### src/rtl/serial_mag_comparator.sv
// Bit-serial unsigned magnitude comparator, MSB first, one bit per clock.
// Define SERIAL_CMP_EARLY_EXIT_EN to finish on the first differing bit.
module serial_mag_comparator #(
  parameter int WIDTH = 8
) (
  input  logic             clk,
  input  logic             rst,
  input  logic             start,
  input  logic [WIDTH-1:0] a,
  input  logic [WIDTH-1:0] b,
  output logic             busy,
  output logic             done,
  output logic             gt,
  output logic             lt,
  output logic             eq
);

  localparam int IDX_W = $clog2(WIDTH);

  typedef enum logic {
    IDLE,
    CMP
  } state_t;

  state_t           state_q, state_d;
  logic [WIDTH-1:0] a_q, a_d;
  logic [WIDTH-1:0] b_q, b_d;
  logic [IDX_W-1:0] idx_q, idx_d;
  logic             dec_q, dec_d;
  logic             pgt_q, pgt_d;
  logic             plt_q, plt_d;
  logic             busy_q, busy_d;
  logic             done_q, done_d;
  logic             gt_q, gt_d;
  logic             lt_q, lt_d;
  logic             eq_q, eq_d;

  logic slice_gt;
  logic slice_lt;
  logic fin;

  // The operand MSB always holds the bit currently being evaluated.
  assign slice_gt = a_q[WIDTH-1] & ~b_q[WIDTH-1];
  assign slice_lt = ~a_q[WIDTH-1] & b_q[WIDTH-1];

  always_comb begin
    state_d = state_q;
    a_d     = a_q;
    b_d     = b_q;
    idx_d   = idx_q;
    dec_d   = dec_q;
    pgt_d   = pgt_q;
    plt_d   = plt_q;
    busy_d  = busy_q;
    done_d  = 1'b0;
    gt_d    = gt_q;
    lt_d    = lt_q;
    eq_d    = eq_q;
    fin     = 1'b0;
    unique case (state_q)
      IDLE: begin
        if (start) begin
          a_d     = a;
          b_d     = b;
          idx_d   = IDX_W'(WIDTH - 1);
          dec_d   = 1'b0;
          pgt_d   = 1'b0;
          plt_d   = 1'b0;
          busy_d  = 1'b1;
          state_d = CMP;
        end
      end
      CMP: begin
        a_d   = {a_q[WIDTH-2:0], 1'b0};
        b_d   = {b_q[WIDTH-2:0], 1'b0};
        idx_d = idx_q - IDX_W'(1);
        if (!dec_q && (slice_gt || slice_lt)) begin
          dec_d = 1'b1;
          pgt_d = slice_gt;
          plt_d = slice_lt;
        end
`ifdef SERIAL_CMP_EARLY_EXIT_EN
        fin = (idx_q == '0) || dec_d;
`else
        fin = (idx_q == '0);
`endif
        if (fin) begin
          state_d = IDLE;
          busy_d  = 1'b0;
          done_d  = 1'b1;
          gt_d    = pgt_d;
          lt_d    = plt_d;
          eq_d    = ~dec_d;
        end
      end
      default: state_d = IDLE;
    endcase
  end

  always_ff @(posedge clk) begin
    if (rst) begin
      state_q <= IDLE;
      a_q     <= '0;
      b_q     <= '0;
      idx_q   <= '0;
      dec_q   <= 1'b0;
      pgt_q   <= 1'b0;
      plt_q   <= 1'b0;
      busy_q  <= 1'b0;
      done_q  <= 1'b0;
      gt_q    <= 1'b0;
      lt_q    <= 1'b0;
      eq_q    <= 1'b0;
    end else begin
      state_q <= state_d;
      a_q     <= a_d;
      b_q     <= b_d;
      idx_q   <= idx_d;
      dec_q   <= dec_d;
      pgt_q   <= pgt_d;
      plt_q   <= plt_d;
      busy_q  <= busy_d;
      done_q  <= done_d;
      gt_q    <= gt_d;
      lt_q    <= lt_d;
      eq_q    <= eq_d;
    end
  end

  assign busy = busy_q;
  assign done = done_q;
  assign gt   = gt_q;
  assign lt   = lt_q;
  assign eq   = eq_q;

endmodule
### config.mk
export PLATFORM = sky130hd
export DESIGN_NAME = serial_mag_comparator
export DESIGN_NICKNAME = d
export VERILOG_FILES = /design/src/rtl/serial_mag_comparator.sv
export SDC_FILE = /design/constraint.sdc
export NUM_CORES = 1
export LEC_CHECK = 0
export CAP_MARGIN = 40
export CORE_MARGIN = 5
export CORE_UTILIZATION = 54
export DETAILED_ROUTE_END_ITERATION = 6
export GPL_TIMING_DRIVEN = 1
export PLACE_DENSITY = 0.82
export SLEW_MARGIN = 0
export SYNTH_ARGS = -nofsm -noshare
export SYNTH_HDL_FRONTEND = slang
export SYNTH_SLANG_ARGS = --single-unit
### constraint.sdc
create_clock -name clk -period 3.6 [get_ports clk]
set_clock_uncertainty 0.15 [all_clocks]
set_input_delay 0.36 -clock clk [delete_from_list [all_inputs] [get_ports clk]]
set_output_delay 0.36 -clock clk [all_outputs]
set_load 0.02 [all_outputs]
# Word-level counts from Yosys, hierarchy flattened
# Index checks and enable logic that the tools add are counted.
[word_totals]
reg_bits = 28
wordCells = 49
out_inout_bits = 5
[op_classes]
n_mux = 21
n_bitwise = 6
n_eq_ne = 2
addsub = 1
reduce_logical = 7
[op_table]
columns = ["cell", "count"]
rows = [
  ["$pmux W8 S2", 2],
  ["$mux W8", 2],
  ["$mux W1", 10],
  ["$pmux W1 S2", 5],
  ["$pmux W3 S2", 1],
  ["$not A1 Y1", 4],
  ["$reduce_and A2 Y1", 2],
  ["$logic_not A3 Y1", 1],
  ["$mux W3", 1],
  ["$sub A3 B1 Y3 const B", 1],
  ["$and A1 B1 Y1", 2],
  ["$ne A2 B1 Y1 const B", 1],
  ["$ne A2 B2 Y1 const B", 1],
  ["$reduce_or A2 Y1", 1],
  ["$logic_and A1 B1 Y1", 1],
  ["$logic_not A1 Y1", 1],
  ["$logic_or A1 B1 Y1", 1],
]

# Longest topological paths before layout
# Gate-level depths: netlist (run 1).
[depth]
depth_word = 7
depth_mapped = 5
ltp_nobuf = 5

# Least setup slack after synthesis (run 1)
# Ideal clock, no wire load.
[synth_timing]
kind = "register to register"
from = "register a_q[7]"
to = "register gt_q (netlist: gt)"
arrival_time_ns = 1.165
setup_slack_ns = 2.200
t_required_ns = 3.364
stages_incl_launch_ff = 6
path_buffers = 0
setup_ns = 0.086
path_cell_list = "dfxtp_1 > inv_1 > ha_1 > nor2_1 > a21oi_1 > a211oi_1"
[synth_via]
elab_chain_len = 5
elab_cells_between_ends = 6
cone_classes = "mux (1); bitwise (3); reduce/logical (2)"
[synth_lines]
columns = ["item", "line", "text"]
rows = [
  ["start: declaration", "26", "logic [WIDTH-1:0] a_q, a_d;"],
  ["start signal: assignment", "103", "a_q <= '0;"],
  ["start signal: assignment", "116", "a_q <= a_d;"],
  ["$not A1 Y1", "44", "assign slice_lt = ~a_q[WIDTH-1] & b_q[WIDTH-1];"],
  ["$and A1 B1 Y1", "44", ""],
  ["$logic_or A1 B1 Y1", "77", "if (!dec_q && (slice_gt || slice_lt)) begin"],
  ["$logic_and A1 B1 Y1", "77", ""],
  ["$mux W1 *", "77", ""],
  ["end signal: assignment", "124", "gt_q <= gt_d;"],
  ["end: declaration", "34", "logic gt_q, gt_d;"],
]
# Mark *: on every way between the ends. The rest lies on a longest branch, timed or not.
# A chain may end at the register's enable or synchronous reset.

# Worst setup path in the final report (run 1)
[layout_timing]
from = "input start"
to = "register b_q[4]"
[layout_via]
elab_chain_len = 1
[layout_lines]
columns = ["item", "line", "text"]
rows = [
  ["start: declaration", "8", "input logic start,"],
  ["$ne A2 B2 Y1 (no source line)", "--", ""],
  ["end signal: assignment", "104", "b_q <= '0;"],
  ["end signal: assignment", "117", "b_q <= b_d;"],
  ["end: declaration", "27", "logic [WIDTH-1:0] b_q, b_d;"],
]
# Every way passes these cells.

==> run metrics, run 1 <==
Ant. Diodes 0; HP Class flop to flop; WL final ~2400 µm; Remaining Overflow, GRT 0; Final Cycle Share 0.536; final setup fails 0; final hold viol count 0; Comb power frac 0.176; CTS Sinks 28; largest net degree at the start of global routing 23; CTS tree yes; Max Cap Violations 0; total iterations of the first detailed-routing run 4; Synth Warn # 0; clock power share 0.305; DR WL/cell 12.8 µm; Area growth syn-to-layout 21.9%; Nets 187; Sw Ratio 0.243; Root Driver clkbuf_4; top-level I/O count 24; peak supply drop 0.000322 V; vias in the first global route about 980; Pint just over 500 µW; CTS Hold Bufs 0; Initial Utilization 0.566; # port buffers 23; Slew headroom 0.386; clk slew on worst S/H paths 0.15 ns; Die ar. 0.00341 mm²; Worst EP arrival between 1.5 and 2 ns; leakage power 0.590 nW; DRT antenna net count 0; Startpoint Class input pin; Final Slew Violations 0; gr usage total 0.151; Clk Latency, worst-skew pair around 0.32 ns; TritonCTS buffer count 3; Max Fclk between 500 and 600 MHz; post-synthesis sequential area ratio 0.444; Min Hold Slack ~0.31 ns; fraction of layout cells with a size suffix above 1 0.129; Seq pwr share 0.519; post-CTS resize count 0; Crit Path Class input pin to flop; Period minus WS final 1.93 ns; clock buffer depth 2; synthesized cell area between 0.001 and 0.0015 mm²; first-pass GRT wire length 4130 µm; die width 58.4 µm; # rows 17; Cell variety after synth 21; Power Density between 400 and 500 mW/mm²; RSZ-0062 raised after global routing no; setup bufs post-CTS 0; CP max FO 22; Initial DRC Count 16; DR vias/cell 5.31; Synth Area per Inst 8.84 µm²; Die Span Y a little under 60 µm; GP Congestion 0.717; crit path capture type flop; Yosys reg bits 28; DRC viols 0; total negative slack 0 ns; Least-Margin Pin Slew 0.919 ns; H-tree depth 1; Largest regs a_q (8), b_q (8), idx_q (3); syn_nets 166; Post-Syn Instances 143; hpwl dp 1810 µm; CP required 3.66 ns; status completed; Power, Total 669 µW; setup slack after layout 1.67 ns; Net Sw Power 163 µW; DR vias 1015; initial antenna violation count 0; Setup WS pre-CTS 1.32 ns; Final Core Density 0.690; area of the core approximately 0.0022 mm²
==> path summary, 6_finish.rpt <==
path | startpoint | to | slack (ns) | cells after the start
worst min register to register | b_q[6] | b_q[7] | 0.31 | 2
worst max register to register | state_q | lt | 1.86 | 4
worst min-delay path | b_q[6] | b_q[7] | 0.31 | 2
worst max-delay path | start | b_q[4] | 1.67 | 4
==> cells in the mapped netlist, drive strengths merged <==
master  count  share of area
ha          4          0.040
inv         6          0.018
o21a        1         0.0059
buf         7          0.045
and3b       1         0.0069
nor3        6          0.024
nand2b      1         0.0050
nand2      29          0.086
nand3b      2          0.012
clkbuf      2         0.0059
o21ai       5          0.020
a311oi      1         0.0069
mux2       15           0.13
a21oi      21          0.083
dfxtp      28           0.44
nand3       2         0.0079
mux2i       2          0.016
a211oi      4          0.024
nor2        6          0.018
==> logic make-up after synthesis <==
| group | Yosys count | share of synthesized area |
|---|---|---|
| adders and majority gates | 4 | 0.0396 |
| buffers and inverters | 15 | 0.0683 |
| muxes | 17 | 0.150 |
| AOI/OAI and AO/OA | 32 | 0.140 |
| and+or+nand+nor | 47 | 0.159 |
| DFF | 28 | 0.444 |
==> power by group through the flow <==
stage / clock network, mW / registers [mW] / logic (mW)
2_1_floorplan: 0 / 0.353 / 0.0771
3_3_place_gp: 0 / 0.353 / 0.111
3_5_place_dp: 0 / 0.354 / 0.118
4_1_cts: 0.206 / 0.347 / 0.119
5_1_grt: 0.218 / 0.350 / 0.130
6_report: 0.204 / 0.347 / 0.118
==> cells in the final DEF, fill, tap and decap left out, types with 2 or more instances in the layout <==
cell / instances
nor3_1: 6
nand3_1: 2
nor2_1: 6
inv_1: 6
ha_1: 4
a21oi_1: 21
nand2_1: 29
mux2_2: 15
a211oi_1: 4
clkdlybuf4s50_1: 23
clkbuf_4: 3
dfxtp_1: 28
mux2i_1: 2
o21ai_0: 5
nand3b_1: 2
==> per-layer routing <==
layer  up-vias  GRT usage  share of wire
met3         2     0.0285          0.039
met4         0     0.0397         0.0066
li1        525          -              -
met1       474      0.175           0.45
met5         -          0              0
met2        14      0.282           0.50
==> cell type report <==
type,count,area (µm²)
clock buffers,3,22.5
fillers,179,693
inverters,6,22.5
flip-flops and latches,28,561
repair buffers,25,253
multi-input cells,100,617
well taps,28,35.0
clock inverters,1,30.0
==> per-stage QoR <==
step                      instance area, µm²  std cells
after floorplan                         1260        143
after global placement                  1470        186
after detailed placement                1490        187
after CTS                               1540        191
after global routing                    1540        191
final                                   1540        191
==> critical path: stages <==
cell and delay [ns]:
clkdlybuf4s50_1 1.07, mux2_2 0.41, nand2_1 0.06, a21oi_1 0.07
Note: power is estimated with default switching activity, not from simulation.
==> run 2: changes to the inputs <==
- CORE_UTILIZATION: 54 -> 50
- PLACE_DENSITY: 0.82 -> 0.77
- clock period: 3.6 -> 1.82 ns (I/O delays scaled with it)
==> run 2 against run 1 <==
Setup slack got worse by 1.5 ns. Combinational power up 100%. Register-to-register slack got worse by 1.6 ns. Global-route usage decreased by 0.42 points. Cell area unchanged. Largest power group unchanged. Largest cell class unchanged. Wire length decreased by 4.6%. Critical path depth down 3. First-iteration DRC count up 94%. Cell count is 2.1% higher. Sequential share of layout area is the same.
==> run metrics, run 2 (same netlist as run 1, synthesis figures left out) <==
area of the core 0.00245 mm²; Period minus WS final 1.62 ns; Setup WS pre-CTS 0.186 ns; # port buffers 23; vias in the first global route 1003; CTS Sinks 28; Startpoint Class flop; setup slack after layout 0.201 ns; die width 60.3 µm; Max Fclk 618 MHz; Slowest-stage cell, CP clkdlybuf4s50_1; Least-Margin Pin Slew 0.434 ns; GP Congestion 0.694; Nets 190; Clk Latency, worst-skew pair 0.32 ns; Die ar. between 0.003 and 0.004 mm²; DR vias/cell 5.28; total iterations of the first detailed-routing run 4; hpwl dp around 1700 µm; Ant. Diodes 0; peak supply drop 0.000552 V; largest stage delay on the critical path ~0.6 ns; Final Cycle Share 0.889; Root Driver clkbuf_4; DR vias 1029; Power Density around 760 mW/mm²; CP cell instances clkdlybuf4s50_1; Final Core Density 0.627; Buf+Inv Stages, Crit Path 1; Remaining Overflow, GRT 0; Worst EP arrival 1.29 ns; Top Family by Delay on Critical Path buffers and inverters; leading cell type in the layout, fill and taps excluded nand2_1; clk slew on worst S/H paths 0.14 ns; CP max FO 2; largest net degree at the start of global routing 29; RSZ-0062 raised after global routing no; Area growth syn-to-layout 21.9%; crit path capture type primary output; fraction of layout cells with a size suffix above 1 0.139; Power, Total 1.17 mW; status completed; DRT antenna net count 0; CTS tree yes; Initial DRC Count 31; Initial Utilization 0.515; DR WL/cell ~12 µm; HP Class flop to flop; gr usage total 0.147; final setup fails 0; final hold viol count 0; WL final 2330 µm; leakage power roughly 0.6 nW; Final Slew Violations 0; Die Span Y around 60 µm; Largest regs a_q (8), b_q (8), idx_q (3); total negative slack 0 ns; top-level I/O count 24; initial antenna violation count 0; CP required 1.49 ns; Max Cap Violations 0; Crit Path Class flop to primary output; setup bufs post-CTS 0; Slew headroom 0.711; H-tree depth 1; DRC viols 0; TritonCTS buffer count 3; clock buffer depth 2; # rows 18; post-CTS resize count 0; first-pass GRT wire length 4070 µm; most frequent cells in the layout 29 x nand2_1, 28 x dfxtp_1, 23 x clkdlybuf4s50_1, 21 x a21oi_1, 15 x mux2_2; CTS Hold Bufs 0
run 2: changes by cell type in the layout (fill, tap and decap cells not counted):
cell       previous run  this run
buf_4                 1         4
buf_12                0         1
bufinv_16             1         0
buf_8                 1         0
run 2: layer usage:
metal	track usage	wire (µm)	vias to the layer above
met5	0	0	-
met4	0.0665	32	0
met3	0.0281	107	4
met2	0.253	1110	16
met1	0.175	1080	477
li1	-	-	532
run 2: cell type report:
class / count / area, µm²
Fill cell: 225 / 915
Inverter: 6 / 22.5
Tap cell: 30 / 37.5
Clock buffer: 3 / 22.5
Sequential cell: 28 / 561
Timing Repair Buffer: 28 / 280
Multi-Input combinational cell: 100 / 617
run 2: power breakdown:
part           total [mW]  internal [mW]  switching, mW
combinational       0.238          0.129          0.109
sequential          0.684          0.656         0.0282
clock               0.249         0.0776          0.172
total                1.17          0.863          0.309
run 2: final timing paths:
check / cells past startpoint / endpoint / startpoint / slack [ns]
setup / recovery: 1 / busy / busy / 0.20
hold / removal: 2 / b_q[7] / b_q[6] / 0.31
setup reg to reg: 5 / lt / a_q[7] / 0.25
hold reg to reg: 2 / b_q[7] / b_q[6] / 0.31
run 2: per-stage QoR:
| step | instances | cell area, µm² | hold WS [ns] |
|---|---|---|---|
| after global routing | 195 | 1540 | 0.321 |
| after CTS | 195 | 1540 | 0.315 |
| after floorplan | 143 | 1260 | 0.227 |
| after global placement | 192 | 1520 | 0.284 |
| after detailed placement | 192 | 1520 | 0.297 |
| final | 195 | 1540 | 0.307 |
==> run 3: changes to the inputs <==
- CORE_UTILIZATION: 50 -> 45
- PLACE_DENSITY: 0.77 -> 0.71
- RECOVER_POWER: unset -> 25
- clock period: 1.82 -> 1.9 ns (I/O delays scaled with it)
==> run 3 against run 2 <==
Register-to-register slack better by 0.04 ns. Clock power down 6%. Global-route usage down 1.2 points. Critical path type unchanged.
==> run metrics, run 3 (same netlist as run 1, synthesis figures left out) <==
vias in the first global route 1066; M1 WL 1100 µm; Die Span Y 63.0 µm; WL final approximately 2400 µm; setup slack after layout 0.276 ns; leakage power ~0.59 nW; H-tree depth 1; Period minus WS final 1.62 ns; Ant. Diodes 0; WL met2 1200 µm; CP cell instances clkdlybuf4s50_1; HP Class flop to flop; gr usage total 0.135; most frequent cells in the layout 29 x nand2_1, 28 x dfxtp_1, 23 x clkdlybuf4s50_1, 21 x a21oi_1, 15 x mux2_2; fillers 260; met3 routed WL 102 µm; final hold viol count 0; total negative slack 0 ns; CP required between 1.5 and 2 ns; die width 63.0 µm; RSZ-0062 raised after global routing no; DR vias/cell 5.27; Setup WS pre-CTS 0.264 ns; final setup fails 0; TritonCTS buffer count 3; Slew headroom 0.606; Slowest-stage cell, CP clkdlybuf4s50_1; Final Slew Violations 0; multi-input gate area in the final layout 617 µm²; Remaining Overflow, GRT 0; Max Fclk 616 MHz; # port buffers 23; Die ar. between 0.003 and 0.004 mm²; Power Density 729 mW/mm²; CTS tree yes; fraction of layout cells with a size suffix above 1 0.127; peak supply drop 0.000534 V; Max Cap Violations 0; Crit Path Class flop to primary output; status completed; area of the core 0.00273 mm²; Power, Total 1.12 mW; largest net degree at the start of global routing 29; DR WL/cell 12.4 µm; Initial Utilization 0.462; initial antenna violation count 0; largest stage delay on the critical path roughly 0.6 ns; clk slew on worst S/H paths 0.14 ns; DR vias 1032; CTS Hold Bufs 0; Area growth syn-to-layout 21.4%; clock buffer depth 2; Initial DRC Count 44; GP Congestion 0.812; total iterations of the first detailed-routing run 4; first-pass GRT wire length 4480 µm; DRC viols 0; hpwl dp between 1500 and 2000 µm; Startpoint Class flop; Top Family by Delay on Critical Path buffers and inverters; Final Cycle Share 0.855; setup bufs post-CTS 0; uppermost routed layer met4; Buf+Inv Stages, Crit Path 1; # rows 19; Worst EP arrival around 1.3 ns; Nets between 150 and 200; Largest regs a_q (8), b_q (8), idx_q (3); Register Area 561 µm²; crit path capture type primary output; Least-Margin Pin Slew 0.591 ns; CTS Sinks 28; DRT antenna net count 0; CP max FO 2; Root Driver clkbuf_4; Clk Latency, worst-skew pair 0.31 ns; leading cell type in the layout, fill and taps excluded nand2_1; top-level I/O count 24; post-CTS resize count 0
-- run 3: changes by cell type in the layout (fill, tap and decap cells not counted) --
cell	previous run	this run
buf_4	4	2
clkbuf_1	0	2
-- run 3: area by class of cell --
type | count | area share
multi-input cells | 100 | 0.402
flip-flops and latches | 28 | 0.365
repair buffers | 28 | 0.178
well taps | 31 | 0.0253
clock buffers | 3 | 0.0147
inverters | 6 | 0.0147
-- run 3: metal layers --
layer,global-route usage,vias to the layer above
li1,-,534
met1,0.153,479
met2,0.241,17
met3,0.0450,2
met4,0.0318,0
met5,0,-
-- run 3: through the flow --
step | utilization | hold slack [ns] | std cells | cell area [µm²]
2_1_floorplan | - | 0.235 | 143 | 1260
3_3_place_gp | 0.556 | 0.285 | 193 | 1520
3_5_place_dp | 0.556 | 0.291 | 193 | 1520
4_1_cts | 0.564 | 0.308 | 196 | 1540
5_1_grt | 0.561 | 0.326 | 196 | 1530
6_report | 0.561 | 0.307 | 196 | 1530
-- run 3: power breakdown --
part | switching (mW) | internal, mW
Sequential | 0.0257 | 0.628
Clock | 0.161 | 0.0742
Combinational | 0.108 | 0.121
-- run 3: worst paths after layout --
path / start / end / slack (ns) / depth (start not counted)
hold / removal: b_q[5] / b_q[6] / 0.31 / 2
setup reg to reg: a_q[7] / lt / 0.29 / 5
hold reg to reg: b_q[5] / b_q[6] / 0.31 / 2
setup / recovery: lt / lt / 0.28 / 1
